==> config.mk <==
export PLATFORM = sky130hd
export DESIGN_NAME = mmio_req_buffer
export DESIGN_NICKNAME = d
export VERILOG_FILES = /design/src/rtl/mmio_req_buffer.sv
export SDC_FILE = /design/constraint.sdc
export NUM_CORES = 1
export LEC_CHECK = 0
export ABC_CLOCK_PERIOD_IN_PS = 8650
export CORE_ASPECT_RATIO = 2
export CORE_MARGIN = 5
export CORE_UTILIZATION = 37
export DETAILED_ROUTE_END_ITERATION = 10
export PLACE_DENSITY = 0.7
export REMOVE_ABC_BUFFERS = 1
export SLEW_MARGIN = 10
export SYNTH_ARGS = -nofsm -noshare
export SYNTH_HDL_FRONTEND = slang
export SYNTH_SLANG_ARGS = --single-unit
export TNS_END_PERCENT = 5
==> constraint.sdc <==
create_clock -name clk -period 8.65 [get_ports clk]
set_input_delay 2.595 -clock clk [delete_from_list [all_inputs] [get_ports clk]]
set_output_delay 2.595 -clock clk [all_outputs]
set_load 0.005 [all_outputs]
==> src/rtl/mmio_req_buffer.sv <==
// mmio_req_buffer: in-order MMIO request FIFO with read throttling, in-order read return and debug counters/flags.
module mmio_req_buffer #(
    parameter int ADDR_WIDTH = 16,
    parameter int DEPTH      = 4,
    parameter int MAX_RD     = 4
) (
    input  logic                  clk,
    input  logic                  reset_n,
    input  logic [ADDR_WIDTH-1:0] h_address,
    input  logic                  h_read,
    input  logic                  h_write,
    input  logic [63:0]           h_writedata,
    input  logic [7:0]            h_byteenable,
    output logic                  h_waitrequest,
    output logic [63:0]           h_readdata,
    output logic                  h_readdatavalid,
    output logic [ADDR_WIDTH-1:0] s_address,
    output logic                  s_read,
    output logic                  s_write,
    output logic [63:0]           s_writedata,
    output logic [7:0]            s_byteenable,
    input  logic                  s_waitrequest,
    input  logic [63:0]           s_readdata,
    input  logic                  s_readdatavalid,
    output logic [15:0]           rd_count,
    output logic [15:0]           wr_count,
    output logic                  err_both,
    output logic                  err_unsolicited
);
    localparam int PW = $clog2(DEPTH);

    logic [DEPTH-1:0]      m_w;
    logic [ADDR_WIDTH-1:0] m_a  [DEPTH];
    logic [63:0]           m_d  [DEPTH];
    logic [7:0]            m_be [DEPTH];
    logic [PW-1:0]         wp, rp;
    logic [PW:0]           cnt;
    logic [3:0]            rd_out;
    logic [ADDR_WIDTH-1:0] last_a;
    logic [63:0]           last_d;
    logic [7:0]            last_be;
    logic                  nonempty, accept, pop, rsp_ok;

    assign nonempty      = cnt != '0;
    assign h_waitrequest = cnt == (PW+1)'(DEPTH);
    assign accept        = (h_read | h_write) && !h_waitrequest;
    assign s_read        = nonempty && !m_w[rp] && rd_out != 4'(MAX_RD);
    assign s_write       = nonempty && m_w[rp];
    // with the FIFO empty the slave side keeps showing the last issued request
    assign s_address     = nonempty ? m_a[rp]  : last_a;
    assign s_writedata   = nonempty ? m_d[rp]  : last_d;
    assign s_byteenable  = nonempty ? m_be[rp] : last_be;
    assign pop           = (s_read | s_write) && !s_waitrequest;
    assign rsp_ok        = s_readdatavalid && rd_out != '0;

    always_ff @(posedge clk) begin
        if (accept) begin
            m_w[wp]  <= h_write;
            m_a[wp]  <= h_address;
            m_d[wp]  <= h_writedata;
            m_be[wp] <= h_byteenable;
        end
    end

    always_ff @(posedge clk or negedge reset_n) begin
        if (!reset_n) begin
            wp              <= '0;
            rp              <= '0;
            cnt             <= '0;
            rd_out          <= '0;
            last_a          <= '0;
            last_d          <= '0;
            last_be         <= '0;
            rd_count        <= '0;
            wr_count        <= '0;
            err_both        <= 1'b0;
            err_unsolicited <= 1'b0;
            h_readdatavalid <= 1'b0;
            h_readdata      <= '0;
        end else begin
            if (accept) wp <= wp + PW'(1);
            if (pop) rp <= rp + PW'(1);
            cnt    <= cnt + (PW+1)'(accept) - (PW+1)'(pop);
            rd_out <= rd_out + 4'(pop && s_read) - 4'(rsp_ok);
            if (pop) begin
                last_a  <= m_a[rp];
                last_d  <= m_d[rp];
                last_be <= m_be[rp];
            end
            if (pop && s_read) rd_count <= rd_count + 16'd1;
            if (pop && s_write) wr_count <= wr_count + 16'd1;
            if (accept && h_read && h_write) err_both <= 1'b1;
            if (s_readdatavalid && rd_out == '0) err_unsolicited <= 1'b1;
            h_readdatavalid <= rsp_ok;
            if (rsp_ok) h_readdata <= s_readdata;
        end
    end
endmodule

After elaboration in Yosys (flattened, before gate mapping)
Memory sizes are Yosys's and may differ from the RTL's.
Index checks and enable logic that the tools add are counted.
{ "classes": {"n_addsub": 8, "reduce_logical": 18, "bitwise_logic": 2, "magnitude_cmp": 3, "n_mux": 10, "shifts": 0, "mul": 0, "n_div": 0, "eq_ne": 2} }
{ "ops": {"columns": ["operator", "count"], "rows": [
  ["$mux W64", 1],
  ["$add A16 B1 Y16 const B", 2],
  ["$mux W16", 1],
  ["$logic_and A1 B1 Y1", 12],
  ["$mux W8", 1],
  ["$lt A2 B3 Y1 const B", 2],
  ["$add A2 B1 Y2 const B", 2],
  ["$add A4 B1 Y4", 1],
  ["$bwmux W4", 1],
  ["$logic_not A4 Y1", 1],
  ["$mux W1", 4],
  ["$ne A4 B3 Y1 const B", 1],
  ["$reduce_bool A4 Y1", 1],
  ["$sub A4 B1 Y4", 1],
  ["$add A3 B1 Y3", 1],
  ["$eq A3 B3 Y1 const B", 1],
  ["$logic_not A1 Y1", 3],
  ["$reduce_bool A3 Y1", 1],
  ["$sub A3 B1 Y3", 1],
  ["$bmux W1 S2", 1],
  ["$demux W1 S2", 1],
  ["$ge A2 B1 Y1 const B", 1],
  ["$or A1 B1 Y1", 2]
]} }
{ "word_totals": {"ram_bits": 352, "register_bits": 202, "input_bits": 158, "memories": 3, "output_inout_bits": 190, "elab_cells": 60, "latchBits": 0, "mem_bits_ro": 0} }
{ "memory_table": {"columns": ["memory", "depth", "width", "read_ports", "rd_clocked_by_memory_dff", "write_ports", "line", "rtl"], "rows": [
  ["m_d", 4, 64, 1, 0, 1, "34", "logic [63:0] m_d [DEPTH];"],
  ["m_a", 4, 16, 1, 0, 1, "33", "logic [ADDR_WIDTH-1:0] m_a [DEPTH];"],
  ["m_be", 4, 8, 1, 0, 1, "35", "logic [7:0] m_be [DEPTH];"]
]} }

Depth between registers and ports, before layout
{ "logic_depth": {"depth_word": 10, "depth_mapped": 13} }

Least setup slack after synthesis
OpenSTA, ideal clock, no wires.
{ "synth_path": {"kind": "input port to flip-flop", "startpoint": "in h_write", "endpoint": "mem m_a[0][0] (enable)", "setup_time_ps": 457, "path_stages": 3, "path_slack_ps": 3127, "arrival_ps": 5066, "t_required_ps": 8193, "cell_sequence": "nor2_1 > nor2_1 > and2_1"} }
{ "synth_between": {"elab_chain_len": 4} }
{ "synth_lines": {"columns": ["item", "line", "rtl"], "rows": [
  ["start: declaration", "11", "input logic h_write,"],
  ["$or A1 B1 Y1", "46", "assign accept = (h_read | h_write) && !h_waitrequest;"],
  ["$logic_and A1 B1 Y1", "46", null],
  ["$mux W1", "57", "if (accept) begin"],
  ["$mux W1 (not written as such)", "59", "m_a[wp] <= h_address;"],
  ["end: declaration", "33", null]
]} }
No other way between the ends.

Final worst setup path
{ "layout_path": {"startpoint": "reg rp[0]", "endpoint": "out s_writedata[51]"} }
{ "layout_between": {"elab_chain_len": 2} }
{ "layout_lines": {"columns": ["item", "line", "rtl"], "rows": [
  ["start: declaration", "36", "logic [PW-1:0] wp, rp;"],
  ["start signal: assignment", "82", "if (pop) rp <= rp + PW'(1);"],
  ["$mem_v2 Z4 W64", null, null],
  ["$mux W64", "51", "assign s_writedata = nonempty ? m_d[rp] : last_d;"],
  ["end: declaration", "20", "output logic [63:0] s_writedata,"]
]} }
No other way between the ends.

==> flow_metrics.env <==
export IMPL_synthArstFlopShare=0.3574
export IMPL_root_buffer="clkbuf_16"
export IMPL_path_class="reg2out"
export IMPL_drt_pass1_iter_count=4
export IMPL_grt_pass1_vias=13170
export IMPL_portBuffers=347
export IMPL_cts_tree="built"
export IMPL_start_util=0.3733
export IMPL_use_met3=0.04365
export IMPL_grt_use_total=0.1605
export IMPL_fin_area_sq_mm=0.02760
export IMPL_crit_fanout=41
export IMPL_synth_edff_count=356
export IMPL_die_w_microns=181.3
export IMPL_drv_slew=0
export IMPL_cts_repair_resized=0
export IMPL_yosysUniqueCellTypes=38
export IMPL_yosysMostFrequentCell="edfxtp_1"
export IMPL_cp_arrival_ps=3520
export IMPL_worst_slew_pin_slew_ps=1010
export IMPL_htree_levels=2
export IMPL_grt_ovfl_total=0
export IMPL_switching_power_w=0.003060
export IMPL_drt_iter0_markers=485
export IMPL_ir_worst_vdd_mv=0.2235
export IMPL_numCtsBuffers=49
export IMPL_clkPwrFrac=0.216
export IMPL_hold_viol=0
export IMPL_grt_antenna_before_repair=9
export IMPL_leakagePower_nw=10.19
export IMPL_via_per_inst=4.912
export IMPL_min_path_type="reg2reg"
export IMPL_grt_pass1_wl_microns=79430
export IMPL_synth_cells=1268
export IMPL_vias=11930
export IMPL_crit_family="buffers and inverters"
export IMPL_crit_path_frequent_cell="nand2_1"
export IMPL_place_ws_ps=2956
export IMPL_post_cts_buffers=0
export IMPL_die_area_sq_mm=0.06394
export IMPL_fillers=5038
export IMPL_final_period_utilization=0.7066
export IMPL_layout_min_cycle_time_ps=6112
export IMPL_rows=125
export IMPL_dpl_cell_area_sq_mm=0.02601
export IMPL_power_density_mw_per_mm2=361.9
export IMPL_setup_slack_ps=2538
export IMPL_drt_wl_total_microns=51720
export IMPL_crit_chain="buf_4, mux4_2, nand2_1, nand2_1, clkdlybuf4s50_1"
export IMPL_pwr_share_seq=0.416
export IMPL_syn_area_per_cell_sq_um=17.13
export IMPL_ctsHoldBuffers=0
export IMPL_setup_viol=0
export IMPL_cp_required_ps=6060
export IMPL_r2r_start="rp[0]$_DFFE_PN0P_"
export IMPL_worstSetupStartpointType="flop"
export IMPL_max_stage_delay_ps=1010
export IMPL_core_area_sq_mm=0.05818
export IMPL_final_layout_size_suffix_gt1_frac=0.2102
export IMPL_timing_rr_end="last_d[47]$_DFFE_PN0P_"
export IMPL_end_kind="output port"
export IMPL_dieHeight_microns=352.6
export IMPL_cp_slowest_cell="dfrtp_4"
export IMPL_switching_share=0.3064
export IMPL_synthTopCellsByCount="edfxtp_1, nand2_1, dfrtp_1, mux2_2, mux4_2"
export IMPL_status="finished, final reports clean"
export IMPL_drt_wirelength_per_cell_microns=21.30
export IMPL_r2r_cells=5
export IMPL_netlist_area_sq_mm=0.02172
export IMPL_clock_path_buffers=3
export IMPL_slew_headroom=0.3267
export IMPL_ant_nets=0
export IMPL_min_to="rd_count[15]$_DFFE_PN0P_"
export IMPL_pin_count=348
export IMPL_synth_seq_area_share=0.7203
export IMPL_multi_input_area_sq_mm=0.005748
export IMPL_yosysTopAreaCell="edfxtp_1"
export IMPL_grt_max_degree=148
export IMPL_gr_max_usage_layer="met2"
export IMPL_fin_nets=1795
export IMPL_seq_area_sq_mm=0.01565
export IMPL_drc_errors=0
export IMPL_synth_flop_cell="edfxtp_1"
export IMPL_ys_seq_elements=554
export IMPL_rsz0062_at_grt="no"
export IMPL_worst_r2r_setup_slack_ps=4750
export IMPL_cp_buffers_inverters=2
export IMPL_min_from="rd_count[15]$_DFFE_PN0P_"
export IMPL_gp_congestion=0.7870
export IMPL_yosys_warnings=0
export IMPL_internal_power_w=0.006926
export IMPL_skew_ps=18.41
export IMPL_combPwrFrac=0.368
export IMPL_area_delta_synth_final_pct=27.06
export IMPL_yosys_area_top_type_share=0.4922
export IMPL_place_hpwl_microns=33030
export IMPL_netlist_top_cells_area="edfxtp_1, dfrtp_1, mux4_2, mux2_2, nand2_1"
export IMPL_drv_cap=0
export IMPL_clk_pin_slew_ps=70
export IMPL_max_freq_mhz=163.6
export IMPL_hold_depth=1
export IMPL_cts_sinks=554
export IMPL_grt_met1_usage=0.1744
export IMPL_use_met2=0.3018
export IMPL_clk_latency_ps=560
==> logic make-up (layout without fill, tap and decap cells) <==
| kind of cell | count (synthesis) | after routing | synth area share |
|---|---|---|---|
| simple gates | 341 | 341 | 0.06515 |
| xor+xnor | 38 | 38 | 0.01532 |
| flops | 554 | 554 | 0.7203 |
| mux | 243 | 243 | 0.1721 |
| other cells | 0 | 6 | 0 |
| compound gates | 5 | 5 | 0.001671 |
| buf+inv | 72 | 464 | 0.01607 |
| fa+ha+maj | 15 | 15 | 0.009333 |
==> cell usage in the layout, fill, tap and decap left out, drive strengths merged, types with 2 or more instances in the layout <==
cell type / instances
and2: 5
and3: 4
and4: 2
buf: 16
bufinv: 4
clkbuf: 58
clkdlybuf4s50: 346
clkinv: 21
clkinvlp: 4
dfrtp: 198
diode: 6
edfxtp: 356
fa: 2
ha: 13
inv: 15
mux2: 154
mux4: 89
nand2: 284
nand3: 13
nand4: 8
nor2: 9
nor3: 5
nor3b: 3
nor4: 2
xnor2: 32
xor2: 6
==> worst max path at each step <==
stage,slack [ps],endpoint,from,cells past startpoint
finish,2540,s_writedata[51],rp[0]$_DFFE_PN0P_,5
floorplan,-1160,cnt[2]$_DFF_PN0_,rp[0]$_DFFE_PN0P_,6
detailed placement,2960,m_d[1][13]$_DFFE_PP_,h_write,5
CTS,2330,s_writedata[51],rp[0]$_DFFE_PN0P_,5
global route,2220,s_writedata[46],rp[0]$_DFFE_PN0P_,5
global placement,2980,s_writedata[51],rp[0]$_DFFE_PN0P_,5
==> flip-flops by register name (all words and copies together), names as in the netlist <==
signal,flops
m_d,256
h_readdata,64
last_d,64
m_a,64
m_be,32
last_a,16
rd_count,16
wr_count,16
last_be,8
m_w,4
rd_out,4
cnt,3
rp,2
wp,2
err_both,1
err_unsolicited,1
h_readdatavalid,1
==> final cells by class <==
type | instances | share of cell area
Inverter | 13 | 0.001768
Sequential cell | 554 | 0.5672
Multi-Input combinational cell | 642 | 0.2083
Clock inverter | 31 | 0.009974
Timing Repair Buffer | 362 | 0.1306
Tap cell | 762 | 0.03455
Clock buffer | 58 | 0.04715
Antenna cell | 6 | 0.0005440
==> metrics by stage <==
stage	cells	setup TNS, ps	utilization	hold WS, ps	total power [W]
3_5_place_dp	2333	0	0.4470	470.8	0.008007
3_3_place_gp	2333	0	0.4470	464.3	0.007896
6_report	2428	0	0.4743	472.7	0.009987
5_1_grt	2425	0	0.4742	501.5	0.01061
2_1_floorplan	1209	-70920	-	466.3	0.006197
4_1_cts	2422	0	0.4741	479.8	0.01021
==> power by group through the flow <==
stage / combinational (W) / sequential [W] / clock, W
after floorplan: 0.00201 / 0.00419 / 0
after global placement: 0.00372 / 0.00417 / 0
after detailed placement: 0.00378 / 0.00423 / 0
after CTS: 0.00379 / 0.00418 / 0.00223
after global routing: 0.00402 / 0.00425 / 0.00233
final: 0.00368 / 0.00415 / 0.00216
==> routing by layer <==
layer	up-vias	wire, microns
li1	5397	-
met1	6079	18430
met2	373	28330
met3	71	3622
met4	6	1295
met5	-	41
==> worst reg2reg max path, stage by stage, from the launching register on <==
cell and delay (ps):
dfrtp_4 1010, mux4_2 720, o211ai_1 220, buf_4 800
buf_4 630, mux2_2 410
Power figures use the tool's default switching activity.
